`config.mk`:
```
export PLATFORM = sky130hd
export DESIGN_NAME = wbm_arbiter
export DESIGN_NICKNAME = d
export VERILOG_FILES = /design/src/rtl/wbm_arbiter_pkg.sv /design/src/rtl/arb_watchdog.sv /design/src/rtl/wbm_arbiter.sv
export SDC_FILE = /design/constraint.sdc
export NUM_CORES = 1
export LEC_CHECK = 0
export ABC_AREA = 0
export CAP_MARGIN = 20
export CORE_AREA = 2 2 125 127
export CTS_BUF_LIST = sky130_fd_sc_hd__clkbuf_4 sky130_fd_sc_hd__clkbuf_8 sky130_fd_sc_hd__clkbuf_16
export DETAILED_ROUTE_END_ITERATION = 8
export DIE_AREA = 0 0 127 129
export GPL_TIMING_DRIVEN = 0
export MAX_ROUTING_LAYER = met4
export PLACE_DENSITY_LB_ADDON = 0.12
export SLEW_MARGIN = 5
export SYNTH_ARGS = -nofsm -noshare
export SYNTH_HDL_FRONTEND = slang
export SYNTH_SLANG_ARGS = --single-unit
```
`constraint.sdc`:
```
create_clock -name clk_i -period 3 [get_ports clk_i]
set_input_delay 0.75 -clock clk_i [delete_from_list [all_inputs] [get_ports clk_i]]
set_output_delay 0.75 -clock clk_i [all_outputs]
set_load 0.005 [all_outputs]
```
`src/rtl/wbm_arbiter_pkg.sv`:
```
// Shared types and constants for the two-master Wishbone arbiter.
// Holds the FSM encoding, one-hot grant values and bus widths.
package wbm_arbiter_pkg;
  localparam int WB_ADDR_W = 32;
  localparam int WB_DATA_W = 32;
  localparam int WB_SEL_W  = 4;

  typedef enum logic [1:0] {
    ARB_IDLE    = 2'd0,
    ARB_GNT_IF  = 2'd1,
    ARB_GNT_MEM = 2'd2,
    ARB_ABORT   = 2'd3
  } arb_state_t;

  localparam logic [1:0] GRANT_NONE = 2'b00;
  localparam logic [1:0] GRANT_IF   = 2'b01;
  localparam logic [1:0] GRANT_MEM  = 2'b10;

  // A zero timeout still needs a 1-bit counter to keep the vector legal.
  function automatic int unsigned wd_width(input int unsigned t);
    return (t == 0) ? 1 : $clog2(t + 1);
  endfunction
endpackage

```
`src/rtl/arb_watchdog.sv`:
```
// Counts unacknowledged strobe cycles and flags expiry when the count reaches TIMEOUT_CYCLES.
// Expiry is combinational from the count register; clear has priority over enable; no backpressure.
module arb_watchdog
  import wbm_arbiter_pkg::*;
#(
  parameter int unsigned TIMEOUT_CYCLES = 255
) (
  input  logic clk_i,
  input  logic rst_i,
  input  logic en_i,
  input  logic clr_i,
  output logic expire_o
);
  localparam int unsigned CNT_W = wd_width(TIMEOUT_CYCLES);
  localparam logic [CNT_W-1:0] LIMIT = CNT_W'(TIMEOUT_CYCLES);

  logic [CNT_W-1:0] cnt_q;

  always_ff @(posedge clk_i or posedge rst_i) begin
    if (rst_i) begin
      cnt_q <= '0;
    end else if (clr_i) begin
      cnt_q <= '0;
    end else if (en_i && (cnt_q != LIMIT)) begin
      cnt_q <= cnt_q + CNT_W'(1);
    end
  end

  assign expire_o = (TIMEOUT_CYCLES != 0) && (cnt_q == LIMIT);
endmodule

```
`src/rtl/wbm_arbiter.sv`:
```
// Round-robin arbiter giving fetch or memory stage the outbound Wishbone bus per cyc, with abort watchdog.
// Grant one cycle after cyc is sampled, zero-gap handoff; ack/err routed combinationally; losers simply wait.
module wbm_arbiter
  import wbm_arbiter_pkg::*;
#(
  parameter int unsigned TIMEOUT_CYCLES = 255
) (
  input  logic                 clk_i,
  input  logic                 rst_i,
  input  logic                 if_cyc_i,
  input  logic                 if_stb_i,
  input  logic                 if_we_i,
  input  logic [WB_SEL_W-1:0]  if_sel_i,
  input  logic [WB_ADDR_W-1:0] if_addr_i,
  input  logic [WB_DATA_W-1:0] if_dat_i,
  output logic                 if_ack_o,
  output logic                 if_err_o,
  output logic [WB_DATA_W-1:0] if_dat_o,
  input  logic                 mem_cyc_i,
  input  logic                 mem_stb_i,
  input  logic                 mem_we_i,
  input  logic [WB_SEL_W-1:0]  mem_sel_i,
  input  logic [WB_ADDR_W-1:0] mem_addr_i,
  input  logic [WB_DATA_W-1:0] mem_dat_i,
  output logic                 mem_ack_o,
  output logic                 mem_err_o,
  output logic [WB_DATA_W-1:0] mem_dat_o,
  output logic                 wbm_cyc_o,
  output logic                 wbm_stb_o,
  output logic                 wbm_we_o,
  output logic [WB_SEL_W-1:0]  wbm_sel_o,
  output logic [WB_ADDR_W-1:0] wbm_addr_o,
  output logic [WB_DATA_W-1:0] wbm_dat_o,
  input  logic                 wbm_ack_i,
  input  logic                 wbm_err_i,
  input  logic [WB_DATA_W-1:0] wbm_dat_i,
  output logic [1:0]           grant_o
);
  arb_state_t state_q, state_d;
  logic       last_mem_q;
  logic [1:0] owner_q;
  logic       in_gnt, resp, wd_en, wd_clr, expire;

  assign resp   = wbm_ack_i | wbm_err_i;
  assign in_gnt = (state_q == ARB_GNT_IF) || (state_q == ARB_GNT_MEM);
  assign wd_en  = in_gnt && wbm_stb_o && !resp;
  assign wd_clr = resp || !in_gnt || (state_d != state_q);

  arb_watchdog #(.TIMEOUT_CYCLES(TIMEOUT_CYCLES)) u_watchdog (
    .clk_i    (clk_i),
    .rst_i    (rst_i),
    .en_i     (wd_en),
    .clr_i    (wd_clr),
    .expire_o (expire)
  );

  // owner_q trails the GNT state by a cycle so ABORT knows whom to blame.
  always_ff @(posedge clk_i or posedge rst_i) begin
    if (rst_i) begin
      state_q    <= ARB_IDLE;
      last_mem_q <= 1'b0;
      owner_q    <= GRANT_NONE;
    end else begin
      state_q <= state_d;
      if (state_d == ARB_GNT_IF)       last_mem_q <= 1'b0;
      else if (state_d == ARB_GNT_MEM) last_mem_q <= 1'b1;
      if (state_q == ARB_GNT_IF)       owner_q <= GRANT_IF;
      else if (state_q == ARB_GNT_MEM) owner_q <= GRANT_MEM;
    end
  end

  always_comb begin
    state_d = state_q;
    case (state_q)
      ARB_IDLE: begin
        if (if_cyc_i && mem_cyc_i) state_d = last_mem_q ? ARB_GNT_IF : ARB_GNT_MEM;
        else if (if_cyc_i)         state_d = ARB_GNT_IF;
        else if (mem_cyc_i)        state_d = ARB_GNT_MEM;
      end
      ARB_GNT_IF: begin
        if (!if_cyc_i)             state_d = mem_cyc_i ? ARB_GNT_MEM : ARB_IDLE;
        else if (expire && !resp)  state_d = ARB_ABORT;
      end
      ARB_GNT_MEM: begin
        if (!mem_cyc_i)            state_d = if_cyc_i ? ARB_GNT_IF : ARB_IDLE;
        else if (expire && !resp)  state_d = ARB_ABORT;
      end
      default:                     state_d = ARB_IDLE;
    endcase
  end

  always_comb begin
    wbm_cyc_o  = 1'b0;
    wbm_stb_o  = 1'b0;
    wbm_we_o   = 1'b0;
    wbm_sel_o  = '0;
    wbm_addr_o = '0;
    wbm_dat_o  = '0;
    if_ack_o   = 1'b0;
    if_err_o   = 1'b0;
    mem_ack_o  = 1'b0;
    mem_err_o  = 1'b0;
    grant_o    = GRANT_NONE;
    case (state_q)
      ARB_GNT_IF: begin
        wbm_cyc_o  = if_cyc_i;
        wbm_stb_o  = if_stb_i;
        wbm_we_o   = if_we_i;
        wbm_sel_o  = if_sel_i;
        wbm_addr_o = if_addr_i;
        wbm_dat_o  = if_dat_i;
        if_ack_o   = wbm_ack_i;
        if_err_o   = wbm_err_i;
        grant_o    = GRANT_IF;
      end
      ARB_GNT_MEM: begin
        wbm_cyc_o  = mem_cyc_i;
        wbm_stb_o  = mem_stb_i;
        wbm_we_o   = mem_we_i;
        wbm_sel_o  = mem_sel_i;
        wbm_addr_o = mem_addr_i;
        wbm_dat_o  = mem_dat_i;
        mem_ack_o  = wbm_ack_i;
        mem_err_o  = wbm_err_i;
        grant_o    = GRANT_MEM;
      end
      ARB_ABORT: begin
        // A late slave ack is deliberately not forwarded here.
        if_err_o  = owner_q[0];
        mem_err_o = owner_q[1];
        grant_o   = owner_q;
      end
      default: ;
    endcase
  end

  assign if_dat_o  = wbm_dat_i;
  assign mem_dat_o = wbm_dat_i;
endmodule

```
==> run metrics, run 1 <==
run status=finished, final reports clean; critical path capture point type=primary output; Worst R2R Setup Slack=0.65 ns; final setup fails=0; clock buffer depth=2; unrepaired setup endpoints after global routing=yes; post-detailed-route count of antenna-violating nets=0; post-synthesis mux area share=3.292%; first-pass GRT wire length=17810 µm; max-slew violations=0; worst setup path start=state_q[0]$_DFF_PP0_; Num CTS Buffers=3; H-Tree Depth=1; leakage power=2.834 nW; IO Pins=319; DR pass1 iterations=6; vias per cell=4.089; delay-heaviest family, CP=buffers and inverters; Final Hold Fails=0; worst-path cell chain=buf_4 -> ha_1 -> buf_6 -> and2_4 -> buf_8 -> a22o_1 -> clkdlybuf4s50_1; final worst setup slack=0.05293 ns; count of flip-flops with a built-in enable after synthesis=0; Area growth syn-to-layout=154.7%; die width=127 µm; fillers=1549; register area share after synthesis=14.76%; Top FF cell, synth=dfrtp_1; final instance area=5614 µm²; Initial Utilization=14.72%; core footprint=14980 µm²; wire per inst=17.50 µm; Simple-Gate Fraction of Synth Area=12.43%; complex-gate fraction of the synthesized area=35.47%; post-synthesis async set-or-reset flop share=100.0%; critical path's slowest cell=clkdlybuf4s50_1; Vias=3038; adder-cell share of the synthesized area=3.405%; Power Density=517.0 nW/µm²; HPWL Detailed=11480 µm; Min-Delay Path Class=flop to flop; final WL=13010 µm; xor/xnor share of the synthesized area=2.781%; Setup crit start kind=flop; number of diodes=0; Routability Congestion=0.7869; post-synthesis register bit count=13; min cycle time layout=2.947 ns; Max stage delay on crit path=0.47 ns; Max VDD drop=284.2 µV; commonest non-fill, non-tap cell in the layout=clkdlybuf4s50_1; Synth Instances=259; largest net degree at the start of global routing=14; Clk pin slew, worst setup/hold paths=0.04 ns; vias in the first global route=3085; Slew HR=64.81%; syn avg cell area=8.512 µm²; area of the multi-input gates=1295 µm²; yosys warns=0; initial antenna violation count=0; Clk Latency, worst-skew pair=0.24 ns; min-delay src=owner_q[1]$_DFFE_PP0P_; total chip power=2.903 mW; maximum fanout along the worst path=10; syn_nets=443; mapped cell area=2205 µm²; Fmax achieved=339.3 MHz; Layout Nets=740; Port Buffer Count=284; post-synth cell types=42; CP bufs+invs=4; Worst Tran Pin Value=0.5272 ns; Cell Area, Placed=5283 µm²; Post-Place Worst Slack=-1.018 ns; max_cap viols=0; CTS Sinks=13; crit path DAT=2.20 ns; register area=327.8 µm²; # DRC=0; Die ar.=16380 µm²; share of layout cells above drive strength 1=21.26%; largest family of logic cells by synthesized area=compound AO/OA/AOI/OAI gates; clock root buffer=clkbuf_16; Critical Path RT=2.25 ns; Worst Clk Skew=0.001129 ns; worst r2r src=state_q[0]$_DFF_PP0_; Crit Path Category=flop to primary output; CTS tree=yes; initial detailed-routing violation count=72; row count=45; final period utilization=98.24%; gr usage total=14.45%; commonest cells after routing, fill and taps aside=228 x clkdlybuf4s50_1, 77 x buf_4, 72 x a22o_1; Chip Height=129 µm; Congestion Overflow GR=0
==> layer usage <==
metal | global-route usage (%) | wire length [µm]
met1 | 16.83 | 5077
met2 | 26.88 | 7040
met3 | 3.202 | 874
met4 | 0.3878 | 14
met5 | - | 0
==> state kept, by name (all words and copies together), names as in the netlist <==
signal and count:
u_watchdog.cnt_q 8, owner_q 2, state_q 2, last_mem_q 1
==> per-stage QoR <==
step	setup TNS (ns)	hold WS (ns)	util, %	instances
final	0	0.5219	37.49	743
after global routing	-0.04008	0.5842	37.49	743
after CTS	-0.05711	0.5295	36.76	739
after detailed placement	-50.89	0.5181	35.27	731
after global placement	-50.19	0.5035	35.27	731
after floorplan	0	0.4885	-	259
==> synth_stat cells (5+ instances only) <==
cell	instances	area, µm²
clkbuf_1	15	56.30
buf_4	64	480.5
and2_1	5	31.28
nand2_1	11	41.29
a22o_1	72	630.6
nor2_1	5	18.77
a21oi_1	13	65.06
xor2_1	6	52.55
ha_1	6	75.07
dfrtp_1	13	325.3
inv_1	6	22.52
nand3_1	6	30.03
==> final timing paths <==
check | cells after the start | end
max | 7 | wbm_dat_o[6]
min | 2 | owner_q[1]$_DFFE_PP0P_
max reg2reg | 8 | u_watchdog.cnt_q[5]$_DFFE_PP0P_
min reg2reg | 2 | owner_q[1]$_DFFE_PP0P_
max in group asynchronous | 2 | state_q[0]$_DFF_PP0_
min in group asynchronous | 2 | owner_q[0]$_DFFE_PP0P_
==> cell families after synthesis <==
kind of cell,count (synthesis)
AOI/OAI and AO/OA,95
xor gates and xnor gates,7
adders and majority gates,6
buffers and inverters,91
DFF,13
muxes,6
and+or+nand+nor,41
==> cell type report <==
cell class / instances / area share (%)
sequential: 13 / 5.839
timing repair buffer: 294 / 52.40
buffer: 82 / 12.50
clock buffer: 4 / 1.471
inverter: 7 / 0.5349
multi-input combinational: 155 / 23.07
tap: 188 / 4.190
==> tightest hold or removal path: stages (launching register included) <==
cell     delay, ns
dfrtp_1       0.36
nor2_1        0.06
nor2_1        0.07
==> where the power goes <==
part | internal [mW] | total (mW) | switching, mW
clock network | 0.188 | 0.257 | 0.0693
registers | 0.207 | 0.235 | 0.0272
logic | 1.45 | 2.41 | 0.964
total | 1.84 | 2.90 | 1.06
==> what timing repair did <==
| item | CTS | global route |
|---|---|---|
| pin swaps | 0 | 2 |
| resized for setup | 79 | 34 |
| endpoints found under the setup margin | 71 | 38 |
| hold buffers | 0 | 0 |
| setup buffers | 6 | 4 |
Power figures use the tool's default switching activity.
==> inputs of run 2 (changes only) <==
CORE_AREA = 2 2 123 125   (was 2 2 125 127)
DIE_AREA = 0 0 125 127   (was 0 0 127 129)
SYNTH_HIERARCHICAL = 1   (was not set)
==> run 2 against run 1 <==
Compared with the run above: worst hold slack lost 0.0077 ns; critical path depth fell by 3; non-clock buffer count is 3 higher; flip-flop and latch count stayed put; cell count up 8.2%; synthesized cell count increased by 27%; first-iteration DRC count grew 65%; synthesized area up 15%; clock power hardly changed; design area is 4.9% higher; global-route usage rose by 3.8 points; critical endpoint is now wbm_cyc_o; highest routed layer unchanged.
==> run metrics, run 2 <==
row count=44 (-2.2%); Chip Height=127 µm (-1.6%); top-area cell type share of the netlist area=21.06% (-7.5 points); die width=125 µm (-1.6%); unrepaired setup endpoints after global routing=yes; vias in the first global route=3668 (+19%); post-synthesis register bit count=13 (unchanged); syn_nets=512 (+16%); commonest non-fill, non-tap cell in the layout=clkdlybuf4s50_1; max_cap viols=0 (unchanged); post-synthesis async set-or-reset flop share=100.0% (unchanged); Synth Instances=328 (+27%); crit path DAT=2.14 ns (-0.06 ns); post-synthesis mux area share=2.422% (-0.87 points); final setup fails=0 (unchanged); # DRC=0 (unchanged); total chip power=3.459 mW (+19%); largest net degree at the start of global routing=11 (-3); critical path capture point type=primary output; worst r2r path cells=11 (+3); Largest regs=u_watchdog/cnt_q x8, owner_q x2, state_q x2; CP endpoint=wbm_cyc_o; Max VDD drop=190.3 µV (-33%); H-Tree Depth=1 (unchanged); complex-gate fraction of the synthesized area=28.82% (-6.7 points); post-detailed-route count of antenna-violating nets=0 (unchanged); Vias=3477 (+14%); yosys warns=6 (+6); post-synth cell types=47 (+12%); register area share after synthesis=12.85% (-1.9 points); top-count cell post-synth=nor2b_1; Clk Latency, worst-skew pair=0.24 ns (about the same); fillers=1489 (-3.9%); final period utilization=96.27% (-2.0 points); DR pass1 iterations=4 (-2); maximum fanout along the worst path=8 (-2); HPWL Detailed=12870 µm (+12%); Top reg by flops=u_watchdog/cnt_q; # placed instances=798 (+9.2%); Min-Delay Path Class=flop to flop; CTS tree=yes; number of diodes=0 (unchanged); most frequent cells after synthesis=76 x nor2b_1, 71 x a22oi_1, 64 x buf_4; Critical Path RT=2.25 ns (about the same); gr usage total=18.23% (+3.8 points); Congestion Overflow GR=0 (unchanged); largest family of logic cells by synthesized area=compound AO/OA/AOI/OAI gates; worst setup path start=if_cyc_i; share of layout cells above drive strength 1=19.84% (-1.4 points); Min Hold Slack=0.5141 ns (-0.007724 ns); Crit Path Category=input pin to primary output; reg-to-reg endpoint=u_watchdog/cnt_q[0]$_DFFE_PP0P_; vias per cell=4.325 (+5.8%); Fmax achieved=346.3 MHz (+2.0%); Slew HR=65.29% (+0.47 points); Port Buffer Count=286 (+0.70%); Initial Utilization=17.55% (+2.8 points); wire per inst=18.91 µm (+8.0%); leakage power=2.511 nW (-11%); Power Density=587.2 nW/µm² (+14%); adder-cell share of the synthesized area=2.966% (-0.44 points); area of the multi-input gates=1614 µm² (+25%); syn avg cell area=7.717 µm² (-9.3%); clock buffer depth=2 (unchanged); min cycle time layout=2.888 ns (-0.05902 ns); Worst Clk Skew=0.002170 ns (+0.001041 ns); Die ar.=15880 µm² (-3.1%); xor/xnor share of the synthesized area=0% (-2.8 points); run status=finished, final reports clean; Layout Nets=805 (+8.8%); Worst R2R Setup Slack=0.17 ns (-0.48 ns); Largest register FFs=8 (unchanged); fin util=40.84% (+3.4 points); count of flip-flops with a built-in enable after synthesis=0 (unchanged); initial detailed-routing violation count=119 (+65%); Routability Congestion=0.8475 (+7.7%); Top FF cell, synth=dfrtp_1; Final Hold Fails=0 (unchanged); fin cells=804 (+8.2%); most area-consuming cells after synthesis=a22oi_1 21%, buf_4 19%, nor2b_1 19%, dfrtp_1 13%, ha_1 3.0%; commonest cells after routing, fill and taps aside=269 x clkdlybuf4s50_1, 73 x buf_4, 71 x a22oi_1; mapped cell area=2531 µm² (+15%); CTS Hold Bufs=0 (unchanged); Clk pin slew, worst setup/hold paths=0.05 ns (about the same); final WL=15210 µm (+17%); initial antenna violation count=0 (unchanged); first-pass GRT wire length=22020 µm (+24%); Num CTS Buffers=3 (unchanged); Area growth syn-to-layout=132.7%; Setup crit start kind=input pin; max-slew violations=0 (unchanged); CTS Sinks=13 (unchanged); clock root buffer=clkbuf_16; Simple-Gate Fraction of Synth Area=27.78% (+15 points); worst r2r src=u_watchdog/cnt_q[0]$_DFFE_PP0P_; Worst Tran Pin Value=0.5184 ns (-0.008792 ns); core footprint=14420 µm² (-3.7%); Yosys top cell by area=a22oi_1; IO Pins=319 (unchanged); register area=327.8 µm² (unchanged)
==> run 2: cell types whose count changed after synthesis, moves of 3 or more <==
cell and delta:
nor2b_1 +76, a22o_1 -72, a22oi_1 +71, buf_2 +13
a21oi_1 -11, nand2_1 -8, xor2_1 -6, nor3b_1 +4
and2_1 -3, clkbuf_1 -3
==> run 2: worst min path at each step <==
stage	from	end	slack, ns	cells after the start
2_1_floorplan	last_mem_q$_DFFE_PP0P_	last_mem_q$_DFFE_PP0P_	0.46	2
4_1_cts	u_watchdog/cnt_q[5]$_DFFE_PP0P_	u_watchdog/cnt_q[5]$_DFFE_PP0P_	0.52	1
3_5_place_dp	u_watchdog/cnt_q[5]$_DFFE_PP0P_	u_watchdog/cnt_q[5]$_DFFE_PP0P_	0.51	1
3_3_place_gp	u_watchdog/cnt_q[5]$_DFFE_PP0P_	u_watchdog/cnt_q[5]$_DFFE_PP0P_	0.49	1
5_1_grt	u_watchdog/cnt_q[5]$_DFFE_PP0P_	u_watchdog/cnt_q[5]$_DFFE_PP0P_	0.55	1
6_report	u_watchdog/cnt_q[5]$_DFFE_PP0P_	u_watchdog/cnt_q[5]$_DFFE_PP0P_	0.51	1
==> run 2: cell families after synthesis <==
group,after synthesis
and+or+nand+nor,111
buffers and inverters,97
AOI/OAI and AO/OA,96
DFF,13
adders and majority gates,6
muxes,5
==> run 2: final cells by class <==
cell class | instances | area share, %
Buffer | 91 | 11.77
Clock buffer | 4 | 1.402
Inverter | 6 | 0.3823
Multi-Input combinational cell | 218 | 27.40
Sequential cell | 13 | 5.565
Tap cell | 184 | 3.908
Timing Repair Buffer | 288 | 49.58
==> run 2: where the power goes <==
part | internal [mW] | switching, mW
clock network | 0.188 | 0.0718
logic | 1.71 | 1.26
registers | 0.210 | 0.0281
total | 2.10 | 1.36
==> run 2: timing repair <==
action,CTS,global route
gates resized for setup,41,35
buffers inserted,2,0
endpoints found under the setup margin,82,53
cloned,0,0
==> run 2: per-layer routing <==
| metal | vias up | global-route usage [%] | routed length, µm | share of wire [%] |
|---|---|---|---|---|
| li1 | 1702 | - | - | - |
| met1 | 1593 | 19.62 | 5669 | 37 |
| met2 | 170 | 33.34 | 7846 | 52 |
| met3 | 12 | 6.198 | 1473 | 9.7 |
| met4 | 0 | 2.549 | 216 | 1.4 |
| met5 | - | - | 0 | 0 |
==> run 2: through the flow <==
step / setup WS [ns] / setup TNS [ns] / area [µm²]
floorplan: 0.3788 / 0 / 2531
global placement: -0.4427 / -18.66 / 5624
detailed placement: -0.4188 / -19.27 / 5624
CTS: -0.003149 / -0.004576 / 5822
global route: -0.009687 / -0.01187 / 5891
finish: 0.1120 / 0 / 5891
==> run 2: worst max-delay path: stages <==
cell             delay, ns
clkdlybuf4s50_1       0.61
a22oi_1               0.10
nor2b_1               0.15
clkdlybuf4s50_1       0.52
